<file path="src/rtl/fifo_pkt_ctrl.sv">
// fifo_pkt_ctrl: packet-aware write/read pointer controller for an external
// byte RAM of 2^DEPTH_BITS entries. Bytes of a packet are written
// speculatively and only become readable once the packet's last byte lands.
// Aborted, restarted or overflowing packets are rolled back to the last
// committed position.
// Optional feature macro: FIFO_PKT_CNT_EN enables the committed-packet
// counter (pkt_count) and its end-of-packet marker bitmap; without it
// pkt_count reads as zero.

module fifo_pkt_ctrl #(
  parameter int DEPTH_BITS = 4
) (
  input  logic                  clk,
  input  logic                  n_rst,
  input  logic                  wr_valid,
  input  logic                  wr_sop,
  input  logic                  wr_eop,
  input  logic                  wr_err,
  input  logic                  rd_en,
  output logic                  wr_en,
  output logic [DEPTH_BITS-1:0] wr_addr,
  output logic [DEPTH_BITS-1:0] rd_addr,
  output logic                  rd_avail,
  output logic [DEPTH_BITS:0]   count_out,
  output logic                  fifo_full,
  output logic                  fifo_empty,
  output logic                  overflow,
  output logic [DEPTH_BITS:0]   pkt_count
);

  localparam int PW = DEPTH_BITS + 1;
  localparam logic [PW-1:0] DEPTH = PW'(2 ** DEPTH_BITS);
  localparam logic [PW-1:0] ONE   = PW'(1);

  typedef enum logic [1:0] {
    IDLE = 2'd0,
    RECV = 2'd1,
    DROP = 2'd2
  } state_t;

  state_t        state;
  state_t        state_nxt;
  logic [PW-1:0] wptr;
  logic [PW-1:0] cptr;
  logic [PW-1:0] rptr;
  logic [PW-1:0] wptr_nxt;
  logic [PW-1:0] cptr_nxt;
  logic [PW-1:0] wr_idx;
  logic          overflow_nxt;
  logic          do_commit;
  logic          rd_fire;

  assign count_out  = wptr - rptr;
  assign fifo_full  = (count_out == DEPTH);
  assign fifo_empty = (count_out == '0);
  assign rd_avail   = (cptr != rptr);
  assign rd_addr    = rptr[DEPTH_BITS-1:0];
  assign rd_fire    = rd_en & rd_avail;
  assign wr_addr    = wr_idx[DEPTH_BITS-1:0];

  // Packet FSM: decides whether the offered byte is written, where, and how the
  // speculative/committed write pointers move. In IDLE and DROP wptr equals cptr.
  always_comb begin
    state_nxt    = state;
    wptr_nxt     = wptr;
    cptr_nxt     = cptr;
    overflow_nxt = 1'b0;
    wr_en        = 1'b0;
    wr_idx       = wptr;
    do_commit    = 1'b0;
    case (state)
      IDLE, DROP: begin
        if ((state == DROP) && wr_err) begin
          state_nxt = IDLE;
        end else if (wr_valid && wr_sop) begin
          if (fifo_full) begin
            overflow_nxt = 1'b1;
            wptr_nxt     = cptr;
            state_nxt    = wr_eop ? IDLE : DROP;
          end else begin
            wr_en    = 1'b1;
            wr_idx   = wptr;
            wptr_nxt = wptr + ONE;
            if (wr_eop) begin
              cptr_nxt  = wptr + ONE;
              do_commit = 1'b1;
              state_nxt = IDLE;
            end else begin
              state_nxt = RECV;
            end
          end
        end else if ((state == DROP) && wr_valid && wr_eop) begin
          state_nxt = IDLE;
        end
      end
      RECV: begin
        if (wr_err) begin
          wptr_nxt  = cptr;
          state_nxt = IDLE;
        end else if (wr_valid) begin
          if (fifo_full) begin
            overflow_nxt = 1'b1;
            wptr_nxt     = cptr;
            state_nxt    = wr_eop ? IDLE : DROP;
          end else if (wr_sop) begin
            wr_en    = 1'b1;
            wr_idx   = cptr;
            wptr_nxt = cptr + ONE;
            if (wr_eop) begin
              cptr_nxt  = cptr + ONE;
              do_commit = 1'b1;
              state_nxt = IDLE;
            end
          end else begin
            wr_en    = 1'b1;
            wr_idx   = wptr;
            wptr_nxt = wptr + ONE;
            if (wr_eop) begin
              cptr_nxt  = wptr + ONE;
              do_commit = 1'b1;
              state_nxt = IDLE;
            end
          end
        end
      end
      default: begin
        state_nxt = IDLE;
      end
    endcase
  end

  // State and pointer registers; reads advance rptr only over committed bytes.
  always_ff @(posedge clk or negedge n_rst) begin
    if (!n_rst) begin
      state    <= IDLE;
      wptr     <= '0;
      cptr     <= '0;
      rptr     <= '0;
      overflow <= 1'b0;
    end else begin
      state    <= state_nxt;
      wptr     <= wptr_nxt;
      cptr     <= cptr_nxt;
      overflow <= overflow_nxt;
      if (rd_fire) begin
        rptr <= rptr + ONE;
      end
    end
  end

`ifdef FIFO_PKT_CNT_EN
  logic [(2**DEPTH_BITS)-1:0] eop_mark;
  logic                       pkt_inc;
  logic                       pkt_dec;

  assign pkt_inc = do_commit;
  assign pkt_dec = rd_fire & eop_mark[rptr[DEPTH_BITS-1:0]];

  // Tracks which RAM slots hold a packet's last byte and counts whole packets.
  always_ff @(posedge clk or negedge n_rst) begin
    if (!n_rst) begin
      eop_mark  <= '0;
      pkt_count <= '0;
    end else begin
      if (wr_en) begin
        eop_mark[wr_addr] <= do_commit;
      end
      if (pkt_inc && !pkt_dec) begin
        pkt_count <= pkt_count + ONE;
      end else if (pkt_dec && !pkt_inc) begin
        pkt_count <= pkt_count - ONE;
      end
    end
  end
`else
  logic pkt_unused;

  assign pkt_unused = do_commit;
  assign pkt_count  = '0;
`endif

endmodule

</file>
<file path="config.mk">
export PLATFORM = sky130hd
export DESIGN_NAME = fifo_pkt_ctrl
export DESIGN_NICKNAME = d
export VERILOG_FILES = /design/src/rtl/fifo_pkt_ctrl.sv
export SDC_FILE = /design/constraint.sdc
export NUM_CORES = 1
export LEC_CHECK = 0
export BUFFER_PORTS_ARGS = -buffer_cell sky130_fd_sc_hd__buf_2
export CORE_MARGIN = 10
export CORE_UTILIZATION = 25
export CTS_BUF_LIST = sky130_fd_sc_hd__clkbuf_4 sky130_fd_sc_hd__clkbuf_8
export DETAILED_ROUTE_END_ITERATION = 16
export PLACE_DENSITY = 0.45
export SLEW_MARGIN = 5
export SYNTH_ARGS = -nofsm -noshare
export SYNTH_HDL_FRONTEND = slang
export SYNTH_SLANG_ARGS = --single-unit
</file>
<file path="constraint.sdc">
create_clock -name clk -period 3.05 [get_ports clk]
set_input_delay 0.305 -clock clk [delete_from_list [all_inputs] [get_ports clk]]
set_output_delay 0.305 -clock clk [all_outputs]
set_load 0.03 [all_outputs]
</file>
* Word-level counts from Yosys, hierarchy flattened
Index checks and enable logic that the tools add are counted.
** Storage, ports and cells
- Register bits after elaboration :: 18
- Bits of input ports :: 7
- Output and inout bits :: 23
- Logic and storage cells :: 81
** Cells by class
- Add/subtract/negate cells :: 4
- Equal/unequal tests :: 14
- Muxes and demuxes :: 46
- Bitwise operators :: 1
- Reduce and logical (&&, ||, !) cells :: 11
** Operators with widths (count)
- $mux 5 :: 16
- $mux 4 :: 5
- $pmux 5 s2 :: 2
- $mux 2 :: 9
- $add 5x1->5 const B :: 3
- $ne 2x2->1 const B :: 6
- $mux 1 :: 11
- $ne 4x4->1 const B :: 2
- $reduce_and 8->1 :: 1
- $ne 3x3->1 const B :: 2
- $eq 5x5->1 const B :: 1
- $logic_not 5->1 :: 1
- $ne 5x5->1 :: 1
- $sub 5x5->5 :: 1
- $logic_and 1x1->1 :: 4
- $pmux 1 s2 :: 2
- $pmux 2 s2 :: 1
- $reduce_and 4->1 :: 1
- $reduce_and 3->1 :: 1
- $eq 2x1->1 const B :: 1
- $eq 2x2->1 const B :: 1
- $logic_not 2->1 :: 1
- $reduce_bool 2->1 :: 1
- $reduce_or 2->1 :: 1
- $and 1x1->1 :: 1

* Longest topological paths before layout
- Depth in word-level cells :: 7
- Mapped depth :: 11
- Depth with buffers taken out :: 10

* Least setup slack after synthesis
OpenSTA, ideal clock, no wires.
- Kind :: flip-flop to output port
- Start :: reg wptr[0]
- End :: out wr_addr[0]
- Arrival :: 3.151 ns
- Required time :: 2.745 ns
- Slack :: -0.406 ns
- Cell stages (with the launch flop) :: 11
- Buffers on the path :: 1
- Path through :: dfrtp_1 -> inv_1 -> ha_1 -> fa_1 -> xnor2_1 -> or3_1 -> or3_1 -> inv_2 -> or4_4 -> buf_6 -> mux2_4
** Between the ends
- Longest elaborated chain between the ends :: 6
- Elaborated cells on any way between the ends :: 7
- Those cells by class :: 1 x add/sub; 1 x eq/ne; 5 x mux
** RTL lines
- start: declaration :: line 43 : logic [PW-1:0] wptr;
- start signal: assignment :: line 142 : wptr <= wptr_nxt;
- $sub 5x5->5 :: line 53 : assign count_out = wptr - rptr;
- named net count_out[2] :: line 24 : output logic [DEPTH_BITS:0] count_out,
- $eq 5x5->1 :: line 54 : assign fifo_full = (count_out == DEPTH);
- named net fifo_full :: line 25 : output logic fifo_full,
- $mux 4 :: line 101 : if (fifo_full) begin
- $mux 4 :: line 100 : end else if (wr_valid) begin
- $mux 4 :: line 97 : if (wr_err) begin
- $mux 4
- end: declaration :: line 21 : output logic [DEPTH_BITS-1:0] wr_addr,
The timed path passes the listed nets, and every way through them passes these cells.

* Worst setup path after layout
- Start :: reg rptr[0]
- End :: out wr_addr[0]
** Between the ends
- Longest elaborated chain between the ends :: 6
** RTL lines
- start: declaration :: line 45 : logic [PW-1:0] rptr;
- start signal: assignment :: line 146 : rptr <= rptr + ONE;
- $sub 5x5->5 :: line 53
- $eq 5x5->1 :: line 54
- $mux 4 :: line 101
- $mux 4 :: line 100
- $mux 4 :: line 97
- $mux 4
Every way passes these cells.

==> results list <==
* Count of final setup violators: 4
* Clock slew at the register clock pins of the worst setup and hold paths: ~0.080 ns
- Total count of hold-check failures in the final report: 0
* Total non-filler cell area in the finished layout: ~0.002 mm²
- Worst slew pin tran: 0.802 ns
* Largest net degree at the start of global routing: 19
- Number of gates on the worst path with buffers counted: 10
- The library cells used most frequently in the layout, excluding fill and tap cells, are sky130_fd_sc_hd__buf_2, sky130_fd_sc_hd__buf_4, sky130_fd_sc_hd__dfrtp_1.
- In this run the deepest clock path goes through 2 buffers.
* CP bufs+invs: 3
* Die boundary height: just under 100 µm
* Total of fill cells in the finished design: approximately 650
- After synthesis the netlist holds a flip-flop and latch count of 18.
* Most common cell after layout, fill and taps aside: sky130_fd_sc_hd__buf_2
- The core region is around 0.006 mm².
* Floorplan row count: 28
* First-pass GRT wire length: 7450 µm
- Grt total ovfl: 0
* Mapped Cells: 185
* Achievable Freq: between 300 and 400 MHz
* Routability-driven placement congestion ratio: between 0.7 and 0.8
- Worst setup SP type: flop
- The tree built by TritonCTS fans out to 18 sinks.
* DRT antenna net count: 0
- The first routing iteration left approximately 80 violations.
- Clock tree from TritonCTS: done
- Max stage delay on crit path: 0.43 ns
- Most utilized layer in the global route result: met2
* Clock latency at the later pin of the worst-skew pair: between 0.2 and 0.3 ns
- Global routing used 11.7% of the available met1 tracks.
- Worst Path Class, Setup: reg2out
- Max-cap violations in this run came to 0.
- Worst Path Required: about 2.7 ns
- Worst Hold Slack: about 0.34 ns
- Share of post-route cells with drive strength above 1: between 30% and 40%
- The worst register-to-register path has a setup slack of about 0.48 ns.
* Area of the mapped netlist: ~0.0016 mm²
- Final critical-path required period: 3.14 ns
- Total of buffers placed on input and output ports: 24
- For this run, the number of Yosys warnings is 0.
* Run status: complete, but fails checks
- Detailed Place HPWL: 3410 µm
- Data on the critical path arrives at its endpoint at 2.83 ns.
- Final Instance Count excl. Fillers: 291
* Setup ws final: -0.0852 ns
- Min-Delay Path Depth: 2
* Number of global-route vias before repair: between 1000 and 1500
* Average vias per placed instance: 4.90
- The number of antenna violations at the first check in global routing is 0.
- From synthesis to final layout, the design area changed by 27.6%.
- On the critical path the largest part of the delay comes from simple AND/OR/NAND/NOR gates.
- GRT Total Usage: roughly 9%
- A synthesized cell averages around 8.5 µm².
- The floorplan step set the die width to 99.3 µm.
* Root Driver: sky130_fd_sc_hd__clkbuf_8
* Sequential area share after synthesis: approximately 29%
* Final WL: 4430 µm
* Critical path endpoint category: output pin
- The checks that failed: negative setup slack.
* Largest driver fanout on the critical path: 4
- Dividing the final minimum period by the clock period gives 103%.
- CTS built an H-tree with a depth of 1.
- Number of cells in the design after placement: 283
* Die area: between 0.009 and 0.01 mm²
* Global Route met2 Usage: 14.8%
* Sequential Area: approximately 450 µm²
* WL per Instance: roughly 15 µm
- The synthesized design contains 0 enable-type register cells.
- The tightest min-delay check is of the in2reg type.
* Initial core utilization: between 20% and 30%
- Setup repair after global routing missed its margin: yes
* Cell depth of the worst flop-to-flop path: 10
- Counting distinct cell types in the post-synthesis netlist gives 40.
- Rel. slew slack: between 40% and 50%
* Max-slew violation count: 0
* Slowest stage cell on the critical path: sky130_fd_sc_hd__dfrtp_2
* Antenna Cells: 0
* Total area of multi-input combinational cells: 0.00107 mm²
- Before antenna repair, the detailed router went through 4 iterations.
- Post-Place Setup Slack: about 0.04 ns
- Most used flip-flop cell after synthesis: sky130_fd_sc_hd__dfrtp_1
- Between clock sinks in the finished design, the worst skew comes to 0.00124 ns.
* GR Util met3: ~2.5%
- In this run the cell area measured after placement is approximately 0.0019 mm².
- Ports: 30
- For this run, design rule violations remaining after detail routing come to 0.
- The signal on the critical path passes through ha_4, fa_2, buf_6, xnor2_4, or3_4, or3_4, inv_6, or4_4, mux2_4, buf_6.
- Share of synthesized registers carrying an async set or reset: 100%
- Final net count: between 200 and 250
- Via count: approximately 1400
* CTS Buf Count: 3
[what timing repair did]
item / CTS / global route
setup buffers: 2 / 1
endpoints found under the setup margin: 4 / 4
gates resized for setup: 10 / 3
endpoints found under the hold margin: 18 / 0
hold buffers: 1 / 0
pin swaps: 3 / 0
[registers in the layout, indices dropped and copies added (netlist names)]
| register | cells |
|---|---|
| overflow | 1 |
| rptr | 5 |
| cptr | 5 |
| wptr | 5 |
| state | 2 |
[per-layer routing]
metal | vias up | part of all wire (%)
li1 | 699 | -
met3 | 4 | 4.4
met2 | 26 | 47
met1 | 697 | 48
met4 | 0 | 0.88
met5 | - | 0
[worst register-to-register path: stages (launching register included)]
cell and delay [ns]:
sky130_fd_sc_hd__dfrtp_2 0.43, sky130_fd_sc_hd__ha_4 0.17, sky130_fd_sc_hd__fa_2 0.34, sky130_fd_sc_hd__buf_6 0.14, sky130_fd_sc_hd__xnor2_4 0.13, sky130_fd_sc_hd__or3_4 0.33
sky130_fd_sc_hd__buf_4 0.15, sky130_fd_sc_hd__o311ai_2 0.20, sky130_fd_sc_hd__buf_4 0.22, sky130_fd_sc_hd__nor2_1 0.07, sky130_fd_sc_hd__o221a_2 0.28
[worst paths after layout]
check,startpoint,end
max,rptr[0]$_DFFE_PN0P_,wr_addr[0]
min,wr_valid,state[1]$_DFFE_PN0P_
max reg2reg,rptr[0]$_DFFE_PN0P_,cptr[0]$_DFFE_PN0P_
min reg2reg,rptr[4]$_DFFE_PN0P_,rptr[4]$_DFFE_PN0P_
max in group asynchronous,n_rst,wptr[0]$_DFFE_PN0P_
min in group asynchronous,n_rst,overflow$_DFF_PN0_
[synth_stat cells, drive strengths merged, types with 4 or more instances]
master / number / area share (%)
a21oi: 10 / 3.2
a31oi: 4 / 1.6
buf: 10 / 5.0
clkbuf: 10 / 2.4
dfrtp: 18 / 29
ha: 7 / 5.6
inv: 10 / 2.4
mux2: 4 / 3.8
nand2: 14 / 3.3
nand2b: 5 / 2.0
nand3: 7 / 2.2
nor2: 13 / 3.1
nor3: 5 / 1.6
o21ai: 10 / 3.4
o22a: 5 / 2.8
o22ai: 5 / 2.0
xnor2: 10 / 5.6
xor2: 9 / 5.5
[cells by family (layout without fill, tap and decap cells)]
group	after synthesis	count (layout)	share of synthesized area (%)
XOR/XNOR	19	19	11.0
flip-flops	18	18	28.6
AO/OA/AOI/OAI	52	52	23.3
AND/OR/NAND/NOR	52	52	15.7
adder cells (fa/ha/maj)	8	8	6.84
other	1	5	0.238
buffers and inverters	30	57	9.78
multiplexers	5	5	4.45
[stage by stage]
step,utilization [%],setup TNS [ns]
floorplan,-,-0.0829
global placement,31.0,0
detailed placement,31.0,0
CTS,32.9,-0.472
global route,33.3,-0.625
finish,33.3,-0.331
[final cells by class]
type / instances / share of cell area [%]
tap: 75 / 4.67
sequential: 18 / 22.6
clock buffer: 4 / 2.74
inverter: 10 / 2.12
timing repair buffer: 43 / 14.6
multi-input combinational: 141 / 53.2
Power is not shown: default switching activity piles up to over one toggle a cycle in this logic, so the estimate is an artifact.
